### src/rtl/mem_sram_ctrl.sv
// Round-robin read/write request controller in front of one single-port SRAM bank.
// Registered issue stage, two-stage read tracking, and a credit-protected response FIFO.
module mem_sram_ctrl #(
   parameter logic [3:0] BANK_ID   = 4'd0,
   parameter int         RSP_DEPTH = 4
) (
   input  logic         clk,
   input  logic         rst_n,
   input  logic         i_wr_valid,
   output logic         o_wr_ready,
   input  logic [18:0]  i_wr_addr,
   input  logic [255:0] i_wr_data,
   input  logic         i_wr_mask_en,
   input  logic [255:0] i_wr_mask,
   input  logic         i_rd_valid,
   output logic         o_rd_ready,
   input  logic [18:0]  i_rd_addr,
   output logic         o_rsp_valid,
   input  logic         i_rsp_ready,
   output logic [255:0] o_rsp_data,
   output logic         o_rsp_err,
   output logic         o_wr_err,
   output logic         o_sram_cs,
   output logic         o_sram_read,
   output logic         o_sram_write,
   output logic         o_sram_mask_enable,
   output logic [3:0]   o_sram_id,
   output logic [18:0]  o_sram_addr,
   output logic [255:0] o_sram_data_in,
   output logic [255:0] o_sram_mask,
   input  logic [255:0] i_sram_data_out
);
   localparam int AW = (RSP_DEPTH > 1) ? $clog2(RSP_DEPTH) : 1;
   localparam int CW = $clog2(RSP_DEPTH + 3);

   typedef enum logic {RR_WR = 1'b0, RR_RD = 1'b1} rr_e;

   rr_e            r_rr;
   logic           r_run;
   logic [2:1]     r_vld_pipe;
   logic [2:1]     r_err_pipe;
   logic [AW-1:0]  r_wp, r_rp;
   logic [CW-1:0]  r_count;
   logic [255:0]   r_mem [RSP_DEPTH];
   logic           r_err_mem [RSP_DEPTH];

   logic [CW-1:0]  w_reserved;
   logic           w_rd_elig, w_gnt_wr, w_gnt_rd, w_wr_acc, w_rd_acc;
   logic           w_wr_inb, w_rd_inb, w_contend, w_push, w_pop;

   function automatic logic [AW-1:0] f_inc(input logic [AW-1:0] p);
      return (p == AW'(RSP_DEPTH - 1)) ? '0 : p + 1'b1;
   endfunction

   // Reads still in the issue/capture stages already own a FIFO slot.
   assign w_reserved = CW'(r_vld_pipe[1]) + CW'(r_vld_pipe[2]) + r_count;
   assign w_rd_elig  = i_rd_valid && (w_reserved < CW'(RSP_DEPTH));
   assign w_contend  = i_wr_valid && w_rd_elig;
   assign w_gnt_wr   = i_wr_valid && (!w_rd_elig || r_rr == RR_WR);
   assign w_gnt_rd   = w_rd_elig && (!i_wr_valid || r_rr == RR_RD);
   assign o_wr_ready = w_gnt_wr && r_run;
   assign o_rd_ready = w_gnt_rd && r_run;
   assign w_wr_acc   = o_wr_ready;
   assign w_rd_acc   = o_rd_ready;
   assign w_wr_inb   = (i_wr_addr[18:15] == BANK_ID);
   assign w_rd_inb   = (i_rd_addr[18:15] == BANK_ID);

   assign o_sram_id  = BANK_ID;

   always_ff @(posedge clk or negedge rst_n) begin
      if (!rst_n) begin
         r_run              <= 1'b0;
         r_rr               <= RR_WR;
         r_vld_pipe         <= '0;
         r_err_pipe         <= '0;
         o_wr_err           <= 1'b0;
         o_sram_cs          <= 1'b0;
         o_sram_read        <= 1'b0;
         o_sram_write       <= 1'b0;
         o_sram_mask_enable <= 1'b0;
         o_sram_addr        <= '0;
         o_sram_data_in     <= '0;
         o_sram_mask        <= '0;
      end else begin
         r_run              <= 1'b1;
         r_vld_pipe         <= {r_vld_pipe[1], w_rd_acc};
         r_err_pipe         <= {r_err_pipe[1], w_rd_acc && !w_rd_inb};
         o_wr_err           <= w_wr_acc && !w_wr_inb;
         o_sram_cs          <= (w_wr_acc && w_wr_inb) || (w_rd_acc && w_rd_inb);
         o_sram_read        <= w_rd_acc && w_rd_inb;
         o_sram_write       <= w_wr_acc && w_wr_inb;
         o_sram_mask_enable <= w_wr_acc && w_wr_inb && i_wr_mask_en;
         if (w_wr_acc && w_wr_inb) begin
            o_sram_addr    <= i_wr_addr;
            o_sram_data_in <= i_wr_data;
            o_sram_mask    <= i_wr_mask;
         end else if (w_rd_acc && w_rd_inb) begin
            o_sram_addr    <= i_rd_addr;
         end
         if (w_contend) r_rr <= w_gnt_wr ? RR_RD : RR_WR;
      end
   end

   // Out-of-bank reads travel the same pipe so responses stay in request order.
   assign w_push      = r_vld_pipe[2];
   assign w_pop       = (r_count != '0) && i_rsp_ready;
   assign o_rsp_valid = (r_count != '0);
   assign o_rsp_data  = o_rsp_valid ? r_mem[r_rp] : '0;
   assign o_rsp_err   = o_rsp_valid && r_err_mem[r_rp];

   always_ff @(posedge clk or negedge rst_n) begin
      if (!rst_n) begin
         r_wp    <= '0;
         r_rp    <= '0;
         r_count <= '0;
      end else begin
         if (w_push) r_wp <= f_inc(r_wp);
         if (w_pop)  r_rp <= f_inc(r_rp);
         case ({w_push, w_pop})
            2'b10:   r_count <= r_count + 1'b1;
            2'b01:   r_count <= r_count - 1'b1;
            default: r_count <= r_count;
         endcase
      end
   end

   always_ff @(posedge clk) begin
      if (w_push) begin
         r_mem[r_wp]     <= r_err_pipe[2] ? '0 : i_sram_data_out;
         r_err_mem[r_wp] <= r_err_pipe[2];
      end
   end

   a_no_rw: assert property (@(posedge clk) disable iff (!rst_n)
      !(o_sram_read && o_sram_write));
   a_bank: assert property (@(posedge clk) disable iff (!rst_n)
      o_sram_cs |-> (o_sram_addr[18:15] == BANK_ID));
   a_no_ovf: assert property (@(posedge clk) disable iff (!rst_n)
      !(w_push && !w_pop && r_count == CW'(RSP_DEPTH)));
endmodule

### config.mk
export PLATFORM = sky130hd
export DESIGN_NAME = mem_sram_ctrl
export DESIGN_NICKNAME = d
export VERILOG_FILES = /design/src/rtl/mem_sram_ctrl.sv
export SDC_FILE = /design/constraint.sdc
export NUM_CORES = 2
export LEC_CHECK = 0
export BUFFER_PORTS_ARGS = -buffer_cell sky130_fd_sc_hd__clkbuf_2
export CORE_AREA = 2 2 621 623
export CTS_BUF_LIST = sky130_fd_sc_hd__clkbuf_16
export CTS_CLUSTER_DIAMETER = 100
export DETAILED_ROUTE_END_ITERATION = 10
export DIE_AREA = 0 0 623 625
export PLACE_DENSITY = 0.42
export SETUP_SLACK_MARGIN = 0.4
export SYNTH_ARGS = -nofsm -noshare
export SYNTH_HDL_FRONTEND = slang
export SYNTH_SLANG_ARGS = --single-unit
### constraint.sdc
create_clock -name clk -period 7.56 [get_ports clk]
set_clock_uncertainty 0.2 [all_clocks]
set_input_delay 1.512 -clock clk [delete_from_list [all_inputs] [get_ports clk]]
set_output_delay 1.512 -clock clk [all_outputs]
set_load 0.03 [all_outputs]
**After elaboration in Yosys (flattened, before gate mapping)**

Memories as Yosys holds them, arrays and structs flattened.
Index checks and enable logic that the tools add are counted.

- Register bits: 549
- RAM bits: 1028
- Input bits: 812
- Output and inout port bits: 800
- Logic and storage cells: 64
- Memories: 2

Memories:

| memory | words | bits a word | rd ports | clocked after memory_dff | write ports | RTL line | text |
|---|---|---|---|---|---|---|---|
| r_mem | 4 | 256 | 1 | 0 | 1 | 44 | `logic [255:0] r_mem [RSP_DEPTH];` |
| r_err_mem | 4 | 1 | 1 | 0 | 1 | 45 | `logic r_err_mem [RSP_DEPTH];` |

- Add/subtract/negate cells: 6
- Order comparisons: 1
- Equality and inequality tests: 4
- Muxes and demuxes: 10
- Bitwise gates (word level): 1
- Reductions and logical operators: 25

Operators by type and width:

| cell | number |
|---|---|
| 256-bit 2-to-1 mux | 2 |
| 19-bit 2-to-1 mux | 2 |
| 1-bit logical AND | 13 |
| 4-bit logical NOT | 2 |
| 2-bit == test, second input constant | 3 |
| 3-bit case mux with 2 select lines | 1 |
| 2-bit by 1-bit adder with 2-bit output, second input constant | 2 |
| 1-bit logical NOT | 4 |
| 2-bit 2-to-1 mux | 2 |
| 2-bit nonzero test | 2 |
| 2-bit by 3-bit adder with 3-bit output | 1 |
| 3-bit by 1-bit adder with 3-bit output, second input constant | 1 |
| 1-bit logical OR | 3 |
| 3-bit less-than comparator, second input constant | 1 |
| 1-bit 2-to-1 mux | 3 |
| 3-bit nonzero test | 1 |
| 3-bit by 1-bit subtractor with 3-bit output, second input constant | 1 |
| 1-bit by 1-bit adder with 2-bit output | 1 |
| 2-bit by 1-bit == test with 1-bit output, second input constant | 1 |
| 1-bit NOT | 1 |

**Depth between registers and ports, before layout**

- Word-level depth: 10
- Gate-level depth with buffers: 10

**Worst setup path before layout**

Ideal clock, no wire load.

- Path type: reg-to-reg
- Start point: register r_wp[0]
- End point: memory r_err_mem[0], enable pin
- Setup time: 0.649 ns
- Data arrival time: 6.444 ns
- Data required time: 6.711 ns
- Path slack: 0.266 ns
- Stages on the path, launching flop included: 4
- Clock period less this slack: 7.294 ns
- Cell sequence: dfrtp_1 -> inv_1 -> ha_1 -> and2_1

RTL lines:

| what | RTL line | text |
|---|---|---|
| start: declaration | 42 | `logic [AW-1:0] r_wp, r_rp;` |
| start signal: assignment | 117 | `if (w_push) r_wp <= f_inc(r_wp);` |
| end: declaration | 45 |  |

No word-level cell before the write port.

**Worst setup path in the final report**

- Start point: register r_rp[0]
- End point: output port o_rsp_data[104]

- Word-level cells in the longest chain between the ends: 2

Ends and longest elaborated chain:

| what | RTL line | text |
|---|---|---|
| start: declaration | 42 |  |
| start signal: assignment | 118 | `if (w_pop) r_rp <= f_inc(r_rp);` |
| memory read 4 x 256 bit | -- |  |
| 256-bit 2-to-1 mux | 108 | `assign o_rsp_data = o_rsp_valid ? r_mem[r_rp] : '0;` |
| end: declaration | 20 | `output logic [255:0] o_rsp_data,` |

Every way passes these cells.

==> results_dict.tcl <==
set metrics [dict create \
    synth-main-ff-cell "edfxtp_1" \
    firstDrtPassIters 5 \
    path_delay_family "buffers and inverters" \
    routed_wirelength_um 343000 \
    whs_ps 151 \
    cp_slowest_cell "dfrtp_4" \
    die_w_um 623 \
    antenna_left 0 \
    rr_startpoint "r_count[0]" \
    p_per_area_mw_per_mm2 399 \
    cp-startpoint "r_rp[0]" \
    cts_tree "built" \
    io_buffers 1607 \
    cap_violations 0 \
    wire_per_inst_um 33.9 \
    io_pins 1612 \
    end_kind "output port" \
    core_mm2 0.384 \
    leakage_nw 33.4 \
    arrival_ps 3630 \
    rows 228 \
    syn-mean-instance-area_um2 19.8 \
    synth-edff-count 1028 \
    grt_pass1_vias 38618 \
    final_cell_area_mm2 0.0837 \
    drt_first_iter_violations 2369 \
    cts_sinks 1577 \
    synth_cell_type_count 37 \
    fin_setup_tns_ps 0 \
    pre_cts_ws_ps 2570 \
    synth_commonest_cells "1,028 x edfxtp_1, 549 x dfrtp_1, 434 x mux2_4" \
    dp_hpwl_um 272000 \
    hold_viol 0 \
    required_ps 5850 \
    die_y_um 625 \
    fin_crit_sh_pct 70.7 \
    drc 0 \
    comb_power_share_pct 37.2 \
    rsz0062_at_grt "false" \
    grt_antenna_before_repair 220 \
    layout_setup_ws_ps 2220 \
    crit_path_end "o_rsp_data[104]" \
    worstHoldPathType "reg -> reg" \
    initial_core_util_pct 16.4 \
    cts.htree.levels 4 \
    cts-buffers-inserted 203 \
    cp_cell_sequence "buf_4 -> mux4_2 -> and2_1 -> clkbuf_2" \
    post_cts_resized 0 \
    grt-busiest-layer "met2" \
    die-area_mm2 0.389 \
    area_growth_pct 32.9 \
    instances_no_fill 10137 \
    grt_max_degree 133 \
    ys_top_cells_by_area "edfxtp_1 49%, dfrtp_1 22%, mux2_4 10%" \
    pwr-share-seq_pct 33.7 \
    cts_buffer_depth 4 \
    yosys.area.top_type "edfxtp_1" \
    p_clk_share_pct 29.1 \
    cp_slowest_stage_delay_ps 850 \
    max_freq_mhz 187 \
    yosysMostFrequentCell "edfxtp_1" \
    yosysSeqAreaShare_pct 70.9 \
    rr_endpoint "o_sram_mask[83]" \
    gr-usage-met3_pct 7.40 \
    slew_viol_final 0 \
    holdBufCountCts 0 \
    clk_latency_ps 870 \
    cp_num_buf_inv 2 \
    dp.cells 9711 \
    gp_congestion 0.917 \
    final-setup-viol-count 0 \
    grt_use_total_pct 17.0 \
    start_kind "flop" \
    period_minus_slack_ps 5340 \
    r2r_slack_ps 3780 \
    vdd_drop_max_mv 0.266 \
    vias 37632 \
    synth_top_cell_area_share_pct 49.1 \
    crit_cells 4 \
    ys_async_sr_fraction_pct 34.8 \
    yosysWarnings 0 \
    post_cts_buffers 0 \
    postPlaceCellArea_mm2 0.0769 \
    reg2reg_depth 7 \
    maxSlewHeadroom_pct 24.9 \
    worst_slew_pin_slew_ps 1130 \
    cts_root_buffer "clkbuf_16" \
    fin_nets 5676 \
    path_class "reg -> out" \
    p_switching_mw 13.4 \
    intPower_mw 20.0 \
    cts.clk_slew.worst_paths_ps 60 \
    overflow 0 \
    syn_inst 3170 \
    ys_ff_latch 1577 \
    grt_pass1_wl_um 431000 \
    vias_per_cell 3.71 \
    crit_fanout 40 \
    use_met1_pct 20.2 \
    swShare_pct 40.2 \
    met2_usage_pct 28.1 \
    drive_gt1_share_pct 53.9 \
    status "finished clean" \
    synth_area_mm2 0.0629 \
]
routing by layer:
metal  share of wire [%]  wire length (µm)  up-vias
met3                  10             34900      620
met4                 3.1             10800      100
li1                    -                 -    15498
met5                0.19               647        -
met1                  39            134000    19714
met2                  47            163000     1700
cells by family after synthesis:
kind of cell	count (synthesis)	synth area share, %
buffers and inverters	194	1.86
DFF	1577	70.9
xor gates and xnor gates	4	0.0557
adders and majority gates	8	0.171
other	2	0.0119
muxes	770	21.0
and+or+nand+nor	573	5.60
AOI/OAI and AO/OA	42	0.445
worst min-delay path by stage:
stage                  start            end  slack (ps)  depth (start not counted)
6_report       r_err_pipe[1]  r_err_pipe[2]         150                          0
5_1_grt        r_err_pipe[1]  r_err_pipe[2]         150                          0
4_1_cts        r_err_pipe[1]  r_err_pipe[2]         150                          0
3_5_place_dp   r_err_pipe[1]  r_err_pipe[2]         140                          0
3_3_place_gp   r_err_pipe[1]  r_err_pipe[2]         130                          0
2_1_floorplan  r_err_pipe[1]  r_err_pipe[2]         130                          0
worst register-to-register path, stage by stage, from the launching register on:
cell and delay [ps]:
dfrtp_1 420, ha_1 310, a21o_1 220, a221oi_4 480, or2_4 520, inv_16 290, buf_12 690, mux2_1 550
state kept, by name, summed over array words and instances (netlist names), 2 cells and up:
| name | count |
|---|---|
| o_sram_data_in | 256 |
| r_mem | 1024 |
| r_count | 3 |
| r_vld_pipe | 2 |
| o_sram_mask | 256 |
| r_err_pipe | 2 |
| r_err_mem | 4 |
| o_sram_addr | 19 |
| r_wp | 2 |
| r_rp | 2 |
final cells by class:
type | instances | area [µm²]
Antenna cell | 49 | 123
Clock buffer | 205 | 5130
Clock inverter | 172 | 1460
Fill cell | 40596 | 300000
Inverter | 10 | 53.8
Multi-Input combinational cell | 1402 | 17200
Sequential cell | 1577 | 44600
Tap cell | 5060 | 6330
Timing Repair Buffer | 1662 | 8750
cell usage in the layout, fill, tap and decap left out, types with 5 or more instances in the layout:
master / instances
nand2_1: 7
clkinv_4: 6
mux4_2: 257
mux2_1: 26
clkbuf_16: 205
edfxtp_1: 1028
buf_12: 23
clkinv_1: 41
mux2_4: 434
nand3_1: 18
clkinvlp_4: 8
nor3_1: 17
conb_1: 5
nor2b_1: 258
bufinv_16: 20
ha_1: 7
inv_1: 54
and2_1: 258
diode_2: 49
clkinv_2: 30
mux2_2: 53
dfrtp_1: 546
inv_6: 12
a31oi_1: 15
o21ai_0: 18
clkbuf_2: 1606
buf_4: 32
power by group through the flow:
stage | Clock [mW] | Combinational, mW | Sequential [mW]
final | 9.73 | 12.4 | 11.3
after global routing | 10.4 | 13.0 | 11.4
after CTS | 10.1 | 12.8 | 11.3
after detailed placement | 0 | 12.7 | 11.4
after global placement | 0 | 12.7 | 11.4
after floorplan | 0 | 5.96 | 12.5
per-stage QoR:
step           util [%]  power, mW
2_1_floorplan         -       18.5
3_3_place_gp       20.1       24.1
3_5_place_dp       20.1       24.1
4_1_cts            21.8       34.1
5_1_grt            21.8       34.7
6_report           21.8       33.4
Power figures use the tool's default switching activity.
